===== src/rtl/beehive_arb_pkg.sv =====
// Shared constants, state encoding and sizing helper for the Beehive TX frame arbiter.
package beehive_arb_pkg;

    localparam int MAC_INTERFACE_W     = 256;
    localparam int MTU_SIZE_W          = 11;
    localparam int MAC_PADBYTES_W      = 5;
    localparam int MAC_INTERFACE_BYTES = 32;

    typedef enum logic [0:0] {
        IDLE   = 1'b0,
        LOCKED = 1'b1
    } arb_state_e;

    // Beats needed to carry `size` bytes: ceil(size / bytes-per-beat).
    // Callers truncate the result to their own counter width.
    function automatic logic [31:0] beats_from_size(input logic [31:0] size);
        return (size + 32'(MAC_INTERFACE_BYTES - 1)) >> $clog2(MAC_INTERFACE_BYTES);
    endfunction

endpackage


===== src/rtl/beehive_frame_arbiter_rr.sv =====
// Combinational round-robin pick: first requester at or after ptr, wrapping.
module rr_arbiter #(
    parameter int N     = 4,
    parameter int IDX_W = $clog2(N)
) (
    input  logic [N-1:0]     req,
    input  logic [IDX_W-1:0] ptr,
    output logic [N-1:0]     gnt,
    output logic [IDX_W-1:0] idx
);

    logic [31:0]      cand;
    logic [IDX_W-1:0] cand_i;
    logic             found;

    // Walk the sources cyclically from ptr and keep the first requester seen.
    always_comb begin
        gnt    = '0;
        idx    = '0;
        found  = 1'b0;
        cand   = '0;
        cand_i = '0;
        for (int k = 0; k < N; k++) begin
            cand = 32'(ptr) + 32'(k);
            if (cand >= 32'(N)) cand = cand - 32'(N);
            cand_i = IDX_W'(cand);
            if (!found && req[cand_i]) begin
                found       = 1'b1;
                gnt[cand_i] = 1'b1;
                idx         = cand_i;
            end
        end
    end

endmodule


===== src/rtl/beehive_frame_arbiter.sv =====
// Frame-atomic round-robin arbiter sharing one MAC TX stream among NUM_SRC
// producers; the granted source is muxed through with zero latency and its
// beat count is checked against frame_size when the frame ends.
module beehive_frame_arbiter
    import beehive_arb_pkg::*;
#(
    parameter int NUM_SRC      = 4,
    parameter int DATA_W       = MAC_INTERFACE_W,
    parameter int FRAME_SIZE_W = MTU_SIZE_W,
    parameter int PADBYTES_W   = MAC_PADBYTES_W,
    parameter int IDX_W        = $clog2(NUM_SRC)
) (
    input  logic                            clk,
    input  logic                            rst,
    input  logic [NUM_SRC-1:0]              src_val,
    input  logic [NUM_SRC*DATA_W-1:0]       src_data,
    input  logic [NUM_SRC-1:0]              src_startframe,
    input  logic [NUM_SRC-1:0]              src_endframe,
    input  logic [NUM_SRC*FRAME_SIZE_W-1:0] src_frame_size,
    input  logic [NUM_SRC*PADBYTES_W-1:0]   src_padbytes,
    output logic [NUM_SRC-1:0]              src_rdy,
    output logic                            dst_val,
    output logic [DATA_W-1:0]               dst_data,
    output logic                            dst_startframe,
    output logic                            dst_endframe,
    output logic [FRAME_SIZE_W-1:0]         dst_frame_size,
    output logic [PADBYTES_W-1:0]           dst_padbytes,
    input  logic                            dst_rdy,
    output logic [IDX_W-1:0]                grant_idx,
    output logic                            busy,
    output logic                            err_len
);

    // Beat counter saturates well above the largest legal expected count, so
    // a runaway frame always reads as a mismatch.
    localparam int              CNT_W   = FRAME_SIZE_W - 4;
    localparam int              EXP_W   = FRAME_SIZE_W + 1;
    localparam logic [CNT_W-1:0] CNT_MAX = '1;

    arb_state_e         state, state_nxt;
    logic [IDX_W-1:0]   rr_ptr, rr_ptr_nxt;
    logic [CNT_W-1:0]   beat_cnt, cnt_now;
    logic [EXP_W-1:0]   exp_beats, exp_now;
    logic [NUM_SRC-1:0] req, arb_gnt;
    logic [IDX_W-1:0]   arb_idx;
    logic               arb_any;
    logic               xfer, end_xfer;
    logic               cnt_ovf, mismatch;

    // Only a valid start beat may claim the output; stray mid-frame beats wait.
    assign req     = src_val & src_startframe;
    assign arb_any = |arb_gnt;

    rr_arbiter #(.N(NUM_SRC), .IDX_W(IDX_W)) u_rr (
        .req (req),
        .ptr (rr_ptr),
        .gnt (arb_gnt),
        .idx (arb_idx)
    );

    // Zero-latency mux of the granted source; everything idles low otherwise.
    always_comb begin
        src_rdy        = '0;
        dst_val        = 1'b0;
        dst_data       = '0;
        dst_startframe = 1'b0;
        dst_endframe   = 1'b0;
        dst_frame_size = '0;
        dst_padbytes   = '0;
        if (state == LOCKED) begin
            dst_val            = src_val[grant_idx];
            dst_data           = src_data[32'(grant_idx)*DATA_W +: DATA_W];
            dst_startframe     = src_startframe[grant_idx];
            dst_endframe       = src_endframe[grant_idx];
            dst_frame_size     = src_frame_size[32'(grant_idx)*FRAME_SIZE_W +: FRAME_SIZE_W];
            dst_padbytes       = src_padbytes[32'(grant_idx)*PADBYTES_W +: PADBYTES_W];
            src_rdy[grant_idx] = dst_rdy;
        end
    end

    assign xfer     = dst_val && dst_rdy;
    assign end_xfer = xfer && dst_endframe;
    assign busy     = (state == LOCKED);

    // Count as it would stand after this beat; a start beat restarts the count.
    always_comb begin
        cnt_ovf = 1'b0;
        if (dst_startframe) begin
            cnt_now = CNT_W'(1);
            exp_now = EXP_W'(beats_from_size(32'(dst_frame_size)));
        end else begin
            cnt_ovf = (beat_cnt == CNT_MAX);
            cnt_now = cnt_ovf ? beat_cnt : beat_cnt + CNT_W'(1);
            exp_now = exp_beats;
        end
        mismatch = cnt_ovf || (EXP_W'(cnt_now) != exp_now);
    end

    // Next state: grant on any start request, release after the end beat moves.
    always_comb begin
        state_nxt  = state;
        rr_ptr_nxt = (grant_idx == IDX_W'(NUM_SRC - 1)) ? '0 : grant_idx + IDX_W'(1);
        case (state)
            IDLE:    if (arb_any)  state_nxt = LOCKED;
            LOCKED:  if (end_xfer) state_nxt = IDLE;
            default: state_nxt = IDLE;
        endcase
    end

    // State register.
    always_ff @(posedge clk or posedge rst) begin
        if (rst) state <= IDLE;
        else     state <= state_nxt;
    end

    // Grant, fairness pointer, length bookkeeping and the one-cycle error pulse.
    always_ff @(posedge clk or posedge rst) begin
        if (rst) begin
            rr_ptr    <= '0;
            grant_idx <= '0;
            beat_cnt  <= '0;
            exp_beats <= '0;
            err_len   <= 1'b0;
        end else begin
            err_len <= 1'b0;
            if (state == IDLE && arb_any) grant_idx <= arb_idx;
            if (xfer) begin
                beat_cnt  <= cnt_now;
                exp_beats <= exp_now;
            end
            if (end_xfer) begin
                rr_ptr  <= rr_ptr_nxt;
                err_len <= mismatch;
            end
        end
    end

endmodule


===== config.mk =====
export PLATFORM = sky130hd
export DESIGN_NAME = beehive_frame_arbiter
export DESIGN_NICKNAME = d
export VERILOG_FILES = /design/src/rtl/beehive_arb_pkg.sv /design/src/rtl/beehive_frame_arbiter_rr.sv /design/src/rtl/beehive_frame_arbiter.sv
export SDC_FILE = /design/constraint.sdc
export NUM_CORES = 1
export LEC_CHECK = 0
export BUFFER_PORTS_ARGS = -buffer_cell sky130_fd_sc_hd__buf_2
export CORE_AREA = 10 10 527 529
export CTS_BUF_LIST = sky130_fd_sc_hd__clkbuf_16
export DETAILED_ROUTE_END_ITERATION = 8
export DIE_AREA = 0 0 537 539
export GPL_TIMING_DRIVEN = 0
export PLACE_DENSITY = 0.3
export RECOVER_POWER = 100
export SLEW_MARGIN = 5
export SYNTH_ARGS = -nofsm -noshare
export SYNTH_HDL_FRONTEND = slang
export SYNTH_SLANG_ARGS = --single-unit

===== constraint.sdc =====
create_clock -name clk -period 3 [get_ports clk]
set_input_delay 0.3 -clock clk [delete_from_list [all_inputs] [get_ports clk]]
set_output_delay 0.3 -clock clk [all_outputs]
set_load 0.02 [all_outputs]

==> impl_metrics.toml <==
[critical_path]
r2r-start = "grant_idx[0]"
cp.required_ns = 2.70
critPathSlowestCell = "mux4_2"
cp-start-kind = "flop"
crit_arrival_ns = 2.68
cp_max_fo = 7
setup.worst_path.start = "grant_idx[0]"
worstSetupPathType = "reg -> out"
path_cells = "buf_12, buf_12, clkbuf_16, buf_16, bufbuf_16, mux4_2, and2_1, buf_2"
rr_endpoint = "err_len"
r2r_slack_ns = 0.24
worstRegToRegCells = 9
cpMostUsedCell = "buf_12"
critPathMaxStageDelay_ns = 0.57
cp-end-kind = "output pin"
cp-endpoint = "dst_data[60]"

[grt]
grt_usage = 0.175
antenna_found_initial = 539
grt_max_degree = 26
grt_pass1_wl_um = 306000
grt_pass1_vias = 16900
grt_remaining_overflow = 0

[pwr]
ir_drop_mv = 0.342
swShare = 0.635
netSwitchingPower_uw = 14600
powerDensity_nw_per_um2 = 1020
p_leak_uw = 0.00926
p_comb_frac = 0.962
intPower_uw = 8400
pwr-share-seq = 0.024
clkPwrFrac = 0.014

[layout]
drive_gt1_frac = 0.782
fin_cells = 5967
areaGrowthSynthToFinish_pct = 123
fin_nets = 3361

[run_status]
outcome = "complete, no violations"

[yosys]
synth_cell_types = 49
yosysWarningCount = 0
synth_edf_count = 0
synth_ff_type = "dfrtp_1"
yosysSeqAreaShare = 0.0618
ys_ff_latch = 25
syn_nets = 1960
synthesis.area_um2 = 10100
synthTopCellsByCount = "282 x and2_1, 277 x mux4_2, 50 x clkbuf_1, 38 x buf_2, 25 x dfrtp_1"
netlist_top_cells_area = "mux4_2 62%, and2_1 17%, dfrtp_1 6.2%, buf_2 1.9%, clkbuf_1 1.9%"
ys_async_sr_fraction = 1.00
synth.most_common_cell = "and2_1"
syn_area_per_cell_um2 = 12.0
netlist_instances = 847
synth_top_cell_area_share = 0.616
synth_top_area_cell = "mux4_2"

[timing]
skew_ns = 0.00422
tns_ns = 0
setup-violations-final = 0
slew_violations = 0
rsz0062_at_grt = "true"
worst_pin_slew_ns = 1.09
hold_viol = 0
fin_crit_sh = 0.995
fmax_mhz = 335
relSlewSlack = 0.275
fin_crit_ns = 2.98

[clocking]
cts.sinks = 25
cts_tree = "yes"
cts_htree_levels = 1
path_clk_slew_ns = 0.07
cts_hold_repair.buffers = 0
cts_buffer_depth = 2
numCtsBuffers = 3
insertion_delay_ns = 0.27
clock-root-buffer = "clkbuf_16"

[floorplanning]
top_level_ports = 1386
die_h_um = 539
core-area_um2 = 267000
rows = 190
die_x_um = 537
initial_core_util = 0.0379
die_area_um2 = 289000

[flow_run]
drv_cap = 0

[routing]
drtIter0Drc = 1796
wl_per_cell_um = 44.9
ant_nets = 0
via_per_inst = 3.07
drc = 0
firstDrtPassIters = 5
route.vias.total = 18300
routed_wl_um = 268000

[placed_design]
hpwlAfterDp_um = 255000
dp_cells = 5785
port-buffer-count = 1385
gp_congestion = 1.04

[hold_path]
hold_class = "in -> async"
-- layer usage --
layer,GRT usage,up-vias,part of all wire
li1,-,6466,-
met1,0.200,8727,0.38
met2,0.280,2004,0.43
met5,0,-,0.0076
met3,0.114,827,0.16
met4,0.0239,288,0.029
-- worst min path at each step --
stage                  from      endpoint
6_report                rst       err_len
2_1_floorplan           rst   beat_cnt[0]
4_1_cts                 rst       err_len
3_3_place_gp   exp_beats[7]  exp_beats[7]
5_1_grt                 rst       err_len
3_5_place_dp   exp_beats[7]  exp_beats[7]
-- per-stage QoR --
| stage | cell area (um2) | total power (uW) | util | hold slack [ns] | setup slack (ns) |
|---|---|---|---|---|---|
| after floorplan | 10100 | 11200 | - | 0.327 | 0.460 |
| after global placement | 21500 | 22100 | 0.0805 | 0.471 | -2.19 |
| after detailed placement | 21500 | 22100 | 0.0806 | 0.474 | -1.50 |
| after CTS | 22200 | 23400 | 0.0830 | 0.361 | -0.00571 |
| after global routing | 22300 | 23900 | 0.0836 | 0.411 | -0.00438 |
| final | 22600 | 23000 | 0.0847 | 0.294 | 0.0160 |
-- layout by cell type, fill, tap and decap left out, drive strengths merged, types with 11 or more instances in the layout --
cell type,n
a21oi,18
and2,282
buf,1436
clkbuf,57
dfrtp,25
diode,168
mux4,277
nand2,25
nand3,11
nor2,11
o21ai,11
-- timing repair --
action / CTS / global route
resized for setup: 125 / 9
setup buffers: 6 / 1
endpoints found under the hold margin: 0 / 0
setup endpoints to repair: 278 / 30
gates cloned: 3 / 0
-- worst max-delay path, delay by kind of cell (launching register included) --
family	cells	cell delay (ns)
AND/OR/NAND/NOR	1	0.19
buffers and inverters	6	1.17
multiplexers	1	0.57
flip-flops	1	0.39
-- cells by family after synthesis --
kind of cell               count (synthesis)  synth area share
and+or+nand+nor                          351             0.208
muxes                                    284             0.623
buffers and inverters                    107            0.0462
AOI/OAI and AO/OA                         57            0.0368
DFF                                       25            0.0618
xor gates and xnor gates                  13            0.0112
adders and majority gates                 10            0.0124
-- power groups by stage --
stage                     Combinational, uW  Sequential (uW)  Clock (uW)
after floorplan                       10600              561           0
after global placement                21600              589           0
after detailed placement              21600              593           0
after CTS                             22600              559         326
after global routing                  23000              578         337
final                                 22100              556         315
-- layout make-up --
| cell class | instances | area, um2 |
|---|---|---|
| antenna | 168 | 420 |
| sequential | 25 | 628 |
| clock inverter | 1 | 3.75 |
| fill | 31400 | 244000 |
| buffer | 97 | 841 |
| multi-input combinational | 715 | 9030 |
| clock buffer | 3 | 75.1 |
| inverter | 10 | 37.5 |
| timing repair buffer | 1396 | 7120 |
| tap | 3552 | 4440 |
-- registers in the layout (all words and copies together), names as in the netlist --
signal and count:
rr_ptr 2, exp_beats 12, busy 1, grant_idx 2
err_len 1, beat_cnt 7
Power figures use the tool's default switching activity.
